`src/rtl/w5300_pkg.sv`:
```
// ============================================================================
// w5300_pkg : shared W5300 field positions, FSM encoding and timing defaults
// Rev 1.0
// ============================================================================
`default_nettype none

package w5300_pkg;

  localparam int CADDR_INVALID_BIT = 11;
  localparam int CADDR_READ_BIT    = 10;
  localparam int CADDR_ADDR_MSB    = 9;

  localparam int unsigned DEF_CLK_FREQ   = 100;
  localparam int unsigned DEF_T_SETUP    = 1;
  localparam int unsigned DEF_T_STROBE   = 7;
  localparam int unsigned DEF_T_HOLD     = 1;
  localparam int unsigned DEF_T_RECOVER  = 2;
  localparam int unsigned DEF_RST_LOW_US  = 5;
  localparam int unsigned DEF_RST_WAIT_US = 10000;

  localparam logic [9:0]  W5300_IDR_ADDR = 10'h0FE;
  localparam logic [15:0] W5300_ID       = 16'h5300;

  localparam int CNT_W = 24;

  typedef enum logic [2:0] {
    S_RST_LOW  = 3'd0,
    S_RST_WAIT = 3'd1,
    S_IDLE     = 3'd2,
    S_SETUP    = 3'd3,
    S_STROBE   = 3'd4,
    S_HOLD     = 3'd5,
    S_RECOVER  = 3'd6
  } state_e;

  // A state lasting n cycles starts its down-counter at n-1 and leaves at 0.
  function automatic logic [CNT_W-1:0] cyc_load(input int unsigned n);
    return CNT_W'(n - 1);
  endfunction

endpackage

`default_nettype wire

```
`src/rtl/w5300_int_sync.sv`:
```
// ============================================================================
// w5300_int_sync : two-flop synchroniser for the active-low W5300 INTn pin
// Rev 1.0
// ============================================================================
`default_nettype none

module w5300_int_sync (
  input  logic clk,
  input  logic rst_n,
  input  logic async_n_i,
  output logic sync_n_o
);

  logic meta_q;
  logic sync_q;

  always_ff @(posedge clk or negedge rst_n) begin
    if (!rst_n) begin
      meta_q <= 1'b1;
      sync_q <= 1'b1;
    end else begin
      meta_q <= async_n_i;
      sync_q <= meta_q;
    end
  end

  assign sync_n_o = sync_q;

endmodule

`default_nettype wire

```
`src/rtl/w5300_parallel_if.sv`:
```
// ============================================================================
// w5300_parallel_if : W5300 boot sequencer and 16-bit direct-address bus master
// Optional macro W5300_FAST_BOOT_EN shortens the boot sequence to 8/16 cycles.
// Rev 1.0
// ============================================================================
`default_nettype none

module w5300_parallel_if
  import w5300_pkg::*;
#(
  parameter int unsigned CLK_FREQ    = DEF_CLK_FREQ,
  parameter int unsigned T_SETUP     = DEF_T_SETUP,
  parameter int unsigned T_STROBE    = DEF_T_STROBE,
  parameter int unsigned T_HOLD      = DEF_T_HOLD,
  parameter int unsigned T_RECOVER   = DEF_T_RECOVER,
  parameter int unsigned RST_LOW_US  = DEF_RST_LOW_US,
  parameter int unsigned RST_WAIT_US = DEF_RST_WAIT_US
) (
  input  logic        clk,
  input  logic        rst_n,
  input  logic [11:0] caddr,
  input  logic [15:0] wr_data,
  output logic [15:0] rd_data,
  output logic        op_status,
  output logic        int_sync_n,
  input  logic        int_n,
  output logic        w5300_rst_n,
  output logic [9:0]  w5300_addr,
  output logic [15:0] w5300_data_o,
  input  logic [15:0] w5300_data_i,
  output logic        w5300_data_oe,
  output logic        w5300_cs_n,
  output logic        w5300_rd_n,
  output logic        w5300_wr_n
);

`ifdef W5300_FAST_BOOT_EN
  localparam int unsigned RST_LOW_CYC  = 8;
  localparam int unsigned RST_WAIT_CYC = 16;
`else
  localparam int unsigned RST_LOW_CYC  = RST_LOW_US * CLK_FREQ;
  localparam int unsigned RST_WAIT_CYC = RST_WAIT_US * CLK_FREQ;
`endif

  state_e             state_q, state_d;
  logic [CNT_W-1:0]   cnt_q, cnt_d;
  logic               accept;
  logic               read_q;
  logic               read_d;
  logic               bus_d;

  logic [15:0] rd_data_q;
  logic        op_status_q;
  logic        rst_n_q;
  logic [9:0]  addr_q;
  logic [15:0] data_o_q;
  logic        data_oe_q;
  logic        cs_n_q;
  logic        rd_n_q;
  logic        wr_n_q;

  always_comb begin
    state_d = state_q;
    cnt_d   = cnt_q - CNT_W'(1);
    accept  = 1'b0;
    case (state_q)
      S_RST_LOW: if (cnt_q == '0) begin
        state_d = S_RST_WAIT;
        cnt_d   = cyc_load(RST_WAIT_CYC);
      end
      S_RST_WAIT: if (cnt_q == '0) begin
        state_d = S_IDLE;
        cnt_d   = '0;
      end
      S_IDLE: begin
        cnt_d = '0;
        if (!caddr[CADDR_INVALID_BIT]) begin
          state_d = S_SETUP;
          cnt_d   = cyc_load(T_SETUP);
          accept  = 1'b1;
        end
      end
      S_SETUP: if (cnt_q == '0) begin
        state_d = S_STROBE;
        cnt_d   = cyc_load(T_STROBE);
      end
      S_STROBE: if (cnt_q == '0) begin
        state_d = S_HOLD;
        cnt_d   = cyc_load(T_HOLD);
      end
      S_HOLD: if (cnt_q == '0) begin
        state_d = S_RECOVER;
        cnt_d   = cyc_load(T_RECOVER);
      end
      S_RECOVER: if (cnt_q == '0) begin
        state_d = S_IDLE;
        cnt_d   = '0;
      end
      default: begin
        state_d = S_RST_LOW;
        cnt_d   = cyc_load(RST_LOW_CYC);
      end
    endcase
  end

  // Pin registers are loaded from the next state so every output is a flop
  // that changes on the same edge as the state it belongs to.
  assign read_d = accept ? caddr[CADDR_READ_BIT] : read_q;
  assign bus_d  = (state_d == S_SETUP) || (state_d == S_STROBE) || (state_d == S_HOLD);

  always_ff @(posedge clk or negedge rst_n) begin
    if (!rst_n) begin
      state_q     <= S_RST_LOW;
      cnt_q       <= cyc_load(RST_LOW_CYC);
      read_q      <= 1'b0;
      rd_data_q   <= '0;
      op_status_q <= 1'b0;
      rst_n_q     <= 1'b0;
      addr_q      <= '0;
      data_o_q    <= '0;
      data_oe_q   <= 1'b0;
      cs_n_q      <= 1'b1;
      rd_n_q      <= 1'b1;
      wr_n_q      <= 1'b1;
    end else begin
      state_q <= state_d;
      cnt_q   <= cnt_d;
      read_q  <= read_d;
      if (accept) begin
        addr_q <= caddr[CADDR_ADDR_MSB:0];
        if (!caddr[CADDR_READ_BIT]) data_o_q <= wr_data;
      end
      if ((state_q == S_STROBE) && (cnt_q == '0) && read_q) rd_data_q <= w5300_data_i;
      op_status_q <= ((state_d == S_RST_WAIT) || (state_d == S_RECOVER)) && (cnt_d == '0);
      rst_n_q     <= (state_d != S_RST_LOW);
      cs_n_q      <= !bus_d;
      data_oe_q   <= bus_d && !read_d;
      rd_n_q      <= !((state_d == S_STROBE) && read_d);
      wr_n_q      <= !((state_d == S_STROBE) && !read_d);
    end
  end

  w5300_int_sync u_int_sync (
    .clk       (clk),
    .rst_n     (rst_n),
    .async_n_i (int_n),
    .sync_n_o  (int_sync_n)
  );

  assign rd_data       = rd_data_q;
  assign op_status     = op_status_q;
  assign w5300_rst_n   = rst_n_q;
  assign w5300_addr    = addr_q;
  assign w5300_data_o  = data_o_q;
  assign w5300_data_oe = data_oe_q;
  assign w5300_cs_n    = cs_n_q;
  assign w5300_rd_n    = rd_n_q;
  assign w5300_wr_n    = wr_n_q;

endmodule

`default_nettype wire

```
`config.mk`:
```
export PLATFORM = sky130hd
export DESIGN_NAME = w5300_parallel_if
export DESIGN_NICKNAME = d
export VERILOG_FILES = /design/src/rtl/w5300_pkg.sv /design/src/rtl/w5300_int_sync.sv /design/src/rtl/w5300_parallel_if.sv
export SDC_FILE = /design/constraint.sdc
export NUM_CORES = 1
export LEC_CHECK = 0
export CELL_PAD_IN_SITES_DETAIL_PLACEMENT = 0
export CELL_PAD_IN_SITES_GLOBAL_PLACEMENT = 2
export CORE_MARGIN = 4
export CORE_UTILIZATION = 34
export CTS_CLUSTER_SIZE = 12
export DETAILED_ROUTE_END_ITERATION = 10
export PLACE_DENSITY = 0.85
export RECOVER_POWER = 50
export SETUP_SLACK_MARGIN = 0.1
export SLEW_MARGIN = 20
export SYNTH_ARGS = -nofsm -noshare
export SYNTH_HDL_FRONTEND = slang
export SYNTH_SLANG_ARGS = --single-unit
```
`constraint.sdc`:
```
create_clock -name clk -period 6.5 [get_ports clk]
set_clock_uncertainty 0.2 [all_clocks]
set_input_delay 1.3 -clock clk [delete_from_list [all_inputs] [get_ports clk]]
set_output_delay 1.3 -clock clk [all_outputs]
set_load 0.05 [all_outputs]
```
==> summary.md <==
| Metric | Value |
|---|---|
| Status | completed |
| Synth Area in XOR/XNOR | 4.046% |
| Post-Synth Adder-Cell Area | 0.3400% |
| Remaining DRCs | 0 |
| Crit-path max cell delay | 0.64 ns |
| Critical Path Sink Type | flip-flop |
| Fin. max-slew vios | 0 |
| Drt initial violations | 147 |
| Worst hold endpoint | u_int_sync.sync_n_o |
| Compound-Gate Fraction of Synth Area | 9.283% |
| FF-to-FF Start | cnt_q[17] |
| Distinct cell type count after synthesis | 58 |
| Mux contribution to synthesized area | 14.18% |
| Worst-Skew Late Latency | 0.35 ns |
| Global-route wire length before repair | 14.77 mm |
| CTS Sinks | 78 |
| Layout area overhead | 34.55% |
| # diodes | 0 |
| Die Span Y | 112.0 um |
| Final setup TNS | 0 ns |
| Reg-to-reg slack, setup | 3.02 ns |
| Root Buffer | clkbuf_8 |
| Actual slew at the worst max-slew pin | 0.9743 ns |
| Worst-path fanout max | 16 |
| Routed WL | 8.943 mm |
| Drt pass-1 iters | 4 |
| Static Leak | 2.022 nW |
| # fillers | 985 |
| Max Buffers Root-to-Sink | 2 |
| Peak supply drop | 98.59 uV |
| Most used flip-flop cell after synthesis | dfrtp_1 |
| Reg2reg end | rd_data[12] |
| Hold Path Origin | u_int_sync.meta_q |
| DP Wirelength | 6.526 mm |
| Yosys warnings | 0 |
| Simple logic cell fraction of the synthesized area | 16.93% |
| Hold depth | 0 |
| Seq/Total Area, Yosys | 53.45% |
| Crit path cell chain | or4_1 -> or4_1 -> nor2_1 -> nand4_4 -> mux2_4 |
| R2R depth | 5 |
| PortBufs | 95 |
| Post-Syn Area | 0.003680 mm2 |
| Startpoint Class | flip-flop |
| Fin util | 47.53% |
| Hold Path Class | reg2reg |
| Gr usage total | 14.45% |
| Share of post-route cells with drive strength above 1 | 20.39% |
| Die area | 0.01255 mm2 |
| Critical Path RT | 6.53 ns |
| Slowest CP cell | or4_1 |
| Most common cell on crit path | or4_1 |
| Vias post-DR | 2780 |
| Largest family of logic cells by synthesized area | simple AND/OR/NAND/NOR gates |
| FP Rows | 37 |
| F_max | 0.2876 GHz |
| Setup repair bufs after CTS | 0 |
| Hold Buf Count CTS | 0 |
| Vias in the first global route | 2909 |
| Relative slew slack | 35.05% |
| EDFF count, synth | 0 |
| Synthesized instance count | 308 |
| Via-to-Cell Ratio | 5.073 |
| Antenna-violating nets left | 0 |
| Nets | 455 |
| Die width | 112.0 um |
| Synth Register Bits | 78 |
| Worst path top cell family by delay | simple AND/OR/NAND/NOR gates |
| Final Hold Fails | 0 |
| Asr flop ratio synth | 100.0% |
| Arr. time, crit path | 3.51 ns |
| Max cap viols | 0 |
| Core area | 0.01042 mm2 |
| H-tree levels | 3 |
| WL per Instance | 16.32 um |
| RSZ-0062 raised after global routing | false |
| CTS tree | yes |
| GR Overflow Total | 0 |
| Initial Util | 35.33% |
| Pin count of the biggest net entering global routing | 79 |
| WS Path Type | reg2reg |
| Initial antenna violation count | 0 |
| CP Buf/Inv Count | 0 |
| Post-cts resize count | 0 |
| Min Tclk post-route | 3.477 ns |
| GPL Wtd Cong | 0.7747 |
| Fin crit share | 53.49% |
| Syn Nets | 356 |
| Io pins | 96 |
| # setup viols final | 0 |
| Num CTS Buffers | 9 |
| Clk slew on worst S/H paths | 0.09 ns |
| Syn_area_per_cell | 11.95 um2 |
| Cell Pwr Density | 189.4 mW/mm2 |
-- worst max-delay path by stage --
stage | cells past startpoint | from | slack [ns] | to
global placement | 6 | caddr[11] | 3.35 | w5300_wr_n
detailed placement | 6 | caddr[11] | 3.33 | w5300_wr_n
global route | 5 | cnt_q[17] | 2.82 | rd_data[13]
finish | 5 | cnt_q[17] | 3.02 | rd_data[12]
floorplan | 4 | caddr[11] | 3.26 | w5300_data_o[0]
CTS | 1 | w5300_cs_n | 3.29 | w5300_cs_n
-- where the power goes --
| part | internal, mW | switching, mW |
|---|---|---|
| registers | 0.491 | 0.00274 |
| clock network | 0.180 | 0.189 |
| logic | 0.0378 | 0.0360 |
| total | 0.710 | 0.228 |
-- through the flow --
stage	instances	hold WS [ns]	worst slack, ns	instance area (um2)	power [mW]
final	548	0.1589	3.023	4951	0.9375
after detailed placement	532	0.1470	3.326	4785	0.5787
after global placement	532	0.1459	3.347	4785	0.5781
after global routing	548	0.1660	2.820	4951	0.9802
after floorplan	308	0.1452	3.259	3680	0.5292
after CTS	548	0.1597	3.285	4981	0.9539
-- layout by cell type (no fill, tap or decap), types with 3 or more instances in the layout --
master,n
o21ba_2,3
clkbuf_8,9
and3_1,3
nor4_1,8
nor4_2,3
mux2_4,10
o21ai_0,7
or3_1,3
nor2b_1,3
nand4_1,4
nand3_1,7
dfstp_2,12
buf_4,4
dfrtp_1,66
nand3b_1,3
a31oi_1,3
inv_1,3
a21oi_1,12
nand2_1,15
clkdlybuf4s50_1,92
xor2_1,8
or4_1,5
nor3_1,16
mux2_2,32
nor2_1,25
xnor2_1,9
-- worst reg2reg max path, stage by stage (launching register included) --
cell	delay [ns]
dfrtp_1	0.45
or4_1	0.64
or4_1	0.60
nor2_1	0.60
nand4_4	0.45
mux2_4	0.43
-- state kept, by name (all words and copies together), names as in the netlist --
register             flops
cnt_q                   24
rd_data                 16
w5300_data_o            16
w5300_addr              10
state_q                  3
op_status                1
read_q                   1
u_int_sync.meta_q        1
u_int_sync.sync_n_o      1
w5300_cs_n               1
w5300_data_oe            1
w5300_rd_n               1
w5300_rst_n              1
w5300_wr_n               1
-- metal layers --
layer	part of all wire [%]	track usage [%]	wire length (um)	up-vias
met5	0	0	0	-
met1	44	18.91	3956	1377
li1	-	-	-	1336
met4	1.2	5.048	106	0
met3	3.8	2.480	342	9
met2	51	24.26	4538	58
-- final cells by class --
type                            count  area [um2]  share of cell area, %
Tap cell                          136       170.2                  3.437
Timing Repair Buffer               99       974.7                  19.69
Sequential cell                    78        1967                  39.73
Clock buffer                       10       127.6                  2.578
Clock inverter                      6       68.82                  1.390
Multi-Input combinational cell    215        1628                  32.88
Inverter                            4       15.01                 0.3033
-- cell families after synthesis --
family / after synthesis
buf+inv: 15
flops: 78
fa+ha+maj: 1
simple gates: 106
compound gates: 48
mux: 43
xor+xnor: 17
-- synthesized netlist by cell type, types with 2 or more instances --
master | count | area, um2
dfrtp_1 | 66 | 1652
mux2_2 | 33 | 371.6
nor2_1 | 24 | 90.09
nor3_1 | 16 | 80.08
nand2_1 | 15 | 56.30
a21oi_1 | 12 | 60.06
dfstp_2 | 12 | 315.3
mux2_4 | 10 | 150.1
clkbuf_1 | 9 | 33.78
xnor2_1 | 9 | 78.83
nor4_1 | 8 | 50.05
xor2_1 | 8 | 70.07
nand3_1 | 7 | 35.03
o21ai_0 | 7 | 35.03
nand4_1 | 4 | 25.02
or4_1 | 4 | 30.03
a31oi_1 | 3 | 18.77
and3_1 | 3 | 18.77
inv_1 | 3 | 11.26
nand3b_1 | 3 | 22.52
nor2b_1 | 3 | 18.77
nor4_2 | 3 | 37.54
o21ba_2 | 3 | 30.03
or3_1 | 3 | 18.77
or4_4 | 3 | 33.78
a211oi_1 | 2 | 15.01
nand2b_1 | 2 | 12.51
o311ai_0 | 2 | 17.52
o31a_1 | 2 | 17.52
No activity file was read; power rests on OpenSTA's default activity.
